## config.mk

```make
export PLATFORM = sky130hd
export DESIGN_NAME = nv_nvdla_sdp_slcg_ctrl
export DESIGN_NICKNAME = d
export VERILOG_FILES = /design/src/rtl/nv_nvdla_sdp_slcg_ctrl.sv
export SDC_FILE = /design/constraint.sdc
export NUM_CORES = 1
export LEC_CHECK = 0
export CAP_MARGIN = 20
export CORE_MARGIN = 5
export CORE_UTILIZATION = 55
export CTS_BUF_LIST = sky130_fd_sc_hd__clkbuf_8
export DETAILED_ROUTE_END_ITERATION = 10
export GPL_TIMING_DRIVEN = 0
export PLACE_DENSITY = 0.79
export SYNTH_ARGS = -nofsm -noshare
export SYNTH_HDL_FRONTEND = slang
export SYNTH_SLANG_ARGS = --single-unit
export TNS_END_PERCENT = 20
```

## constraint.sdc

```tcl
create_clock -name nvdla_core_clk -period 1.92 [get_ports nvdla_core_clk]
set_input_delay 0.576 -clock nvdla_core_clk [delete_from_list [all_inputs] [get_ports nvdla_core_clk]]
set_output_delay 0.576 -clock nvdla_core_clk [all_outputs]
set_load 0.03 [all_outputs]
```

## src/rtl/nv_nvdla_sdp_slcg_ctrl.sv

```systemverilog
// Per-channel SLCG sequencer for the SDP read-DMA clock gates.
// Each channel runs an OFF/WAKE/ON/HOLD handshake FSM that drives the clk_en
// of its NV_CLK_gate_power instance. Wake-up delay and idle hysteresis keep
// the gated clocks from toggling on every transaction. Overrides force all
// gates open without disturbing the FSMs.
// Optional build macro NVDLA_SDP_SLCG_STAT_EN adds per-channel gated-cycle
// statistics counters (stat_clr input, gated_cyc output).
module nv_nvdla_sdp_slcg_ctrl #(
  parameter int NUM_CH   = 4,
  parameter int WAKE_CYC = 2,
  parameter int HOLD_CYC = 16,
  parameter int CNT_W    = 8
) (
  input  logic                 nvdla_core_clk,
  input  logic                 nvdla_core_rstn,
  input  logic                 dla_clk_ovr_on_sync,
  input  logic                 global_clk_ovr_on_sync,
  input  logic                 tmc2slcg_disable_clock_gating,
  input  logic [NUM_CH-1:0]    gate_dis,
  input  logic [NUM_CH-1:0]    req,
`ifdef NVDLA_SDP_SLCG_STAT_EN
  input  logic                 stat_clr,
  output logic [NUM_CH*16-1:0] gated_cyc,
`endif
  output logic [NUM_CH-1:0]    ack,
  output logic [NUM_CH-1:0]    clk_en
);

  typedef enum logic [1:0] {
    ST_OFF  = 2'd0,
    ST_WAKE = 2'd1,
    ST_ON   = 2'd2,
    ST_HOLD = 2'd3
  } state_t;

  localparam logic [CNT_W-1:0] WAKE_LD = CNT_W'(WAKE_CYC - 1);
  localparam logic [CNT_W-1:0] HOLD_LD = CNT_W'(HOLD_CYC - 1);
  localparam logic [CNT_W-1:0] CNT_ONE = CNT_W'(1);

  state_t                  state     [NUM_CH];
  state_t                  state_nxt [NUM_CH];
  logic [CNT_W-1:0]        cnt       [NUM_CH];
  logic [CNT_W-1:0]        cnt_nxt   [NUM_CH];
  logic [NUM_CH-1:0]       force_on;
  logic                    ovr_any;

  assign ovr_any  = dla_clk_ovr_on_sync | global_clk_ovr_on_sync |
                    tmc2slcg_disable_clock_gating;
  assign force_on = {NUM_CH{ovr_any}} | gate_dis;

  // Next-state and countdown logic, one independent FSM per channel.
  always_comb begin
    for (int i = 0; i < NUM_CH; i++) begin
      state_nxt[i] = state[i];
      cnt_nxt[i]   = cnt[i];
      case (state[i])
        ST_OFF: begin
          if (req[i]) begin
            if (force_on[i]) begin
              state_nxt[i] = ST_ON;
            end else begin
              state_nxt[i] = ST_WAKE;
              cnt_nxt[i]   = WAKE_LD;
            end
          end
        end
        ST_WAKE: begin
          // Wake always runs to completion, even if req drops or force rises.
          if (cnt[i] != '0) begin
            cnt_nxt[i] = cnt[i] - CNT_ONE;
          end else begin
            state_nxt[i] = ST_ON;
          end
        end
        ST_ON: begin
          if (!req[i]) begin
            state_nxt[i] = ST_HOLD;
            cnt_nxt[i]   = HOLD_LD;
          end
        end
        ST_HOLD: begin
          if (req[i]) begin
            state_nxt[i] = ST_ON;
          end else if (cnt[i] == '0) begin
            state_nxt[i] = ST_OFF;
          end else begin
            cnt_nxt[i] = cnt[i] - CNT_ONE;
          end
        end
        default: begin
          state_nxt[i] = ST_OFF;
        end
      endcase
    end
  end

  // State, counter and registered gate-control outputs.
  always_ff @(posedge nvdla_core_clk or negedge nvdla_core_rstn) begin
    if (!nvdla_core_rstn) begin
      for (int i = 0; i < NUM_CH; i++) begin
        state[i] <= ST_OFF;
        cnt[i]   <= '0;
      end
      clk_en <= '0;
      ack    <= '0;
    end else begin
      for (int i = 0; i < NUM_CH; i++) begin
        state[i]  <= state_nxt[i];
        cnt[i]    <= cnt_nxt[i];
        clk_en[i] <= (state_nxt[i] != ST_OFF) | force_on[i];
        ack[i]    <= (state_nxt[i] == ST_ON);
      end
    end
  end

`ifdef NVDLA_SDP_SLCG_STAT_EN
  logic [15:0] stat_cnt [NUM_CH];

  // Saturating count of cycles each channel spent with its clock gated.
  always_ff @(posedge nvdla_core_clk or negedge nvdla_core_rstn) begin
    if (!nvdla_core_rstn) begin
      for (int i = 0; i < NUM_CH; i++) begin
        stat_cnt[i] <= '0;
      end
    end else begin
      for (int i = 0; i < NUM_CH; i++) begin
        if (stat_clr) begin
          stat_cnt[i] <= '0;
        end else if (!clk_en[i] && (stat_cnt[i] != 16'hFFFF)) begin
          stat_cnt[i] <= stat_cnt[i] + 16'd1;
        end
      end
    end
  end

  // Flatten the per-channel counters onto the output bus.
  always_comb begin
    gated_cyc = '0;
    for (int i = 0; i < NUM_CH; i++) begin
      gated_cyc[i*16 +: 16] = stat_cnt[i];
    end
  end
`endif

endmodule

```

==> flow_summary.yaml <==
sta:
  finalSetupViolCount: 0
  maxSlewHeadroom_pct: 64.9
  clock_skew_ps: 6.07
  fin_crit_sh_pct: 97.3
  tightest_slew_ps: 523
  fmaxAchievable_mhz: 536
  hold_violations: 0
  final-max-slew-violation-count: 0
  period_minus_slack_ps: 1870
power_and_ir_drop:
  p_switching_mw: 0.922
  p_clk_share_pct: 23.4
  sw_frac_of_total_pct: 33.5
  power.density_nw_per_um2: 797
  power.total_mw: 2.75
  p_leak_nw: 1.43
  pwr-share-comb_pct: 25.1
  p_int_mw: 1.83
  seqPwrFrac_pct: 51.4
  peakVddDrop_uv: 414
floorplan:
  start_util_pct: 56.2
  dieArea_um2: 6690
  rows: 26
  fp.coreArea_um2: 5040
  die_y_um: 81.8
  die-width_um: 81.8
  ios: 21
global_route:
  grt_pass1_vias: 2359
  antenna_found_initial: 0
  grt_usage_pct: 20.5
  grt_overflow_total: 0
  grt_max_degree: 37
  grt_pass1_wl_um: 10800
flow_run:
  drv_cap: 0
yosys:
  synth_edf_count: 0
  ys.flop_type: "dfrtp_1"
  yosysTopAreaCellShare_pct: 42.4
  synth_top_area_cell: "dfrtp_1"
  yosysWarningCount: 0
  synth_area_um2: 2830
  synth_nets: 325
  synth_seq_cells: 48
  ys_seq_area_share_pct: 42.4
  syn_inst: 306
  async_flop_share_pct: 100
  ys_top_cells_by_area: "dfrtp_1, a21oi_1, nand2_1, ha_1, and3_1"
  synth.avg_cell_area_um2: 9.26
  ys_types: 64
  synthMostInstantiatedCell: "dfrtp_1"
  ys_top_cells_by_count: "dfrtp_1, a21oi_1, nand2_1"
clocking:
  clockBufferDepth: 2
  hold_buffers: 0
  htreeDepth: 2
  cts.sinks: 48
  clock_latency_ps: 290
  numCtsBuffers: 5
  cts_tree: "done"
  cts.clk_slew.worst_paths_ps: 90
  root_buffer: "clkbuf_8"
final_layout:
  fin_nets: 364
  drive_gt1_share_pct: 17.4
  fin_area_um2: 3460
  antenna_cells: 0
  area_delta_synth_final_pct: 22.0
placed_design:
  placed_area_um2: 3130
  dp_hpwl_um: 4380
  port_buffers: 19
  gp_congestion: 0.897
setup_path:
  reg2reg_to: "cnt[9]"
  r2r_slack_ps: 90
  worstSetupPathDepth: 1
  slowest_delay_ps: 670
  reg2regPathDepth: 6
  required_ps: 1340
  crit_buf_inv: 1
  cp-startpoint: "ack[3]"
  reg2reg_from: "cnt[9]"
  path_class: "flip-flop to primary output"
  cp_max_fo: 1
  arrival_ps: 1290
  cp-start-kind: "flip-flop"
  cpLargestDelayFamily: "buffers and inverters"
  crit_slowest_cell: "clkdlybuf4s50_1"
  endpoint_kind: "primary output"
  crit_chain: "clkdlybuf4s50_1"
route:
  vias: 2545
  drt_first_pass_iters: 5
  wl_um: 6540
  drtIter0Drc: 111
  viasPerCell: 6.13
  ant_nets: 0
  drc_errors: 0
  wire_per_inst_um: 15.8
status:
  status: "finished, final reports clean"
worst_hold_path:
  min_path_type: "input port to async pin"
==> worst max-delay path by stage <==
stage,slack (ps),to
4_1_cts,-60,cnt[31]
3_3_place_gp,-1070,cnt[29]
3_5_place_dp,-860,cnt[7]
6_report,50,ack[3]
2_1_floorplan,8,cnt[9]
5_1_grt,-7,cnt[31]
==> layer usage <==
metal / GRT usage (%) / share of wire [%]
met5: 0 / 0
met4: 6.48 / 1.0
met3: 4.93 / 5.0
met2: 33.4 / 48
met1: 27.0 / 46
==> placed cells by master (no fill, tap or decap), types with 6 or more instances in the layout <==
cell,instances
nor3_1,11
and3_1,11
clkbuf_1,9
dlymetal6s2s_1,7
clkdlybuf4s50_1,6
nand3_1,11
o21ai_0,12
inv_1,13
dfrtp_1,47
nor2_1,18
nor4_4,6
nand2_1,20
nand2b_1,6
a21oi_1,29
clkbuf_8,7
a211oi_1,8
buf_4,12
==> power by group through the flow <==
stage	clock [mW]	sequential (mW)	combinational, mW
6_report	0.645	1.42	0.693
5_1_grt	0.701	1.45	0.767
4_1_cts	0.662	1.40	0.656
3_5_place_dp	0	1.41	0.625
3_3_place_gp	0	1.40	0.595
2_1_floorplan	0	1.37	0.457
==> final cells by class <==
cell class	instances	area, um2
plain buffers	10	38.8
fillers	384	1590
multi-input cells	229	1660
inverters	18	67.6
clock buffers	7	96.3
flip-flops and latches	48	1200
well taps	70	87.6
repair buffers	33	303
==> repair_timing <==
| item | in CTS | in global routing |
|---|---|---|
| endpoints found under the setup margin | 40 | 36 |
| pin swaps | 10 | 5 |
| gates resized for setup | 20 | 28 |
| buffers inserted | 7 | 6 |
==> state kept, by name (all words and copies together) (netlist names) <==
register  cells
clk_en        4
ack           4
cnt          32
state         8
==> stage by stage <==
stage | worst slack (ps) | util (%) | TNS [ps] | std cells | hold WS [ps]
CTS | -58.0 | 66.7 | -127 | 410 | 170
global placement | -1070 | 61.7 | -71900 | 395 | 496
detailed placement | -865 | 62.0 | -22340 | 396 | 491
floorplan | 7.52 | - | 0 | 306 | 280
global route | -7.39 | 68.5 | -7.39 | 415 | 180
finish | 52.7 | 68.5 | 0 | 415 | 170
==> cells by family (layout without fill, tap and decap cells) <==
family                   after synthesis  in the layout  share of synthesized area, %
flip-flops                            48             48                          42.4
buffers and inverters                 29             68                          3.89
multiplexers                           4              4                          1.55
AND/OR/NAND/NOR                      121            121                          26.2
adder cells (fa/ha/maj)                6              6                          2.65
AO/OA/AOI/OAI                         98             98                          23.3
Note: power is estimated with default switching activity, not from simulation.
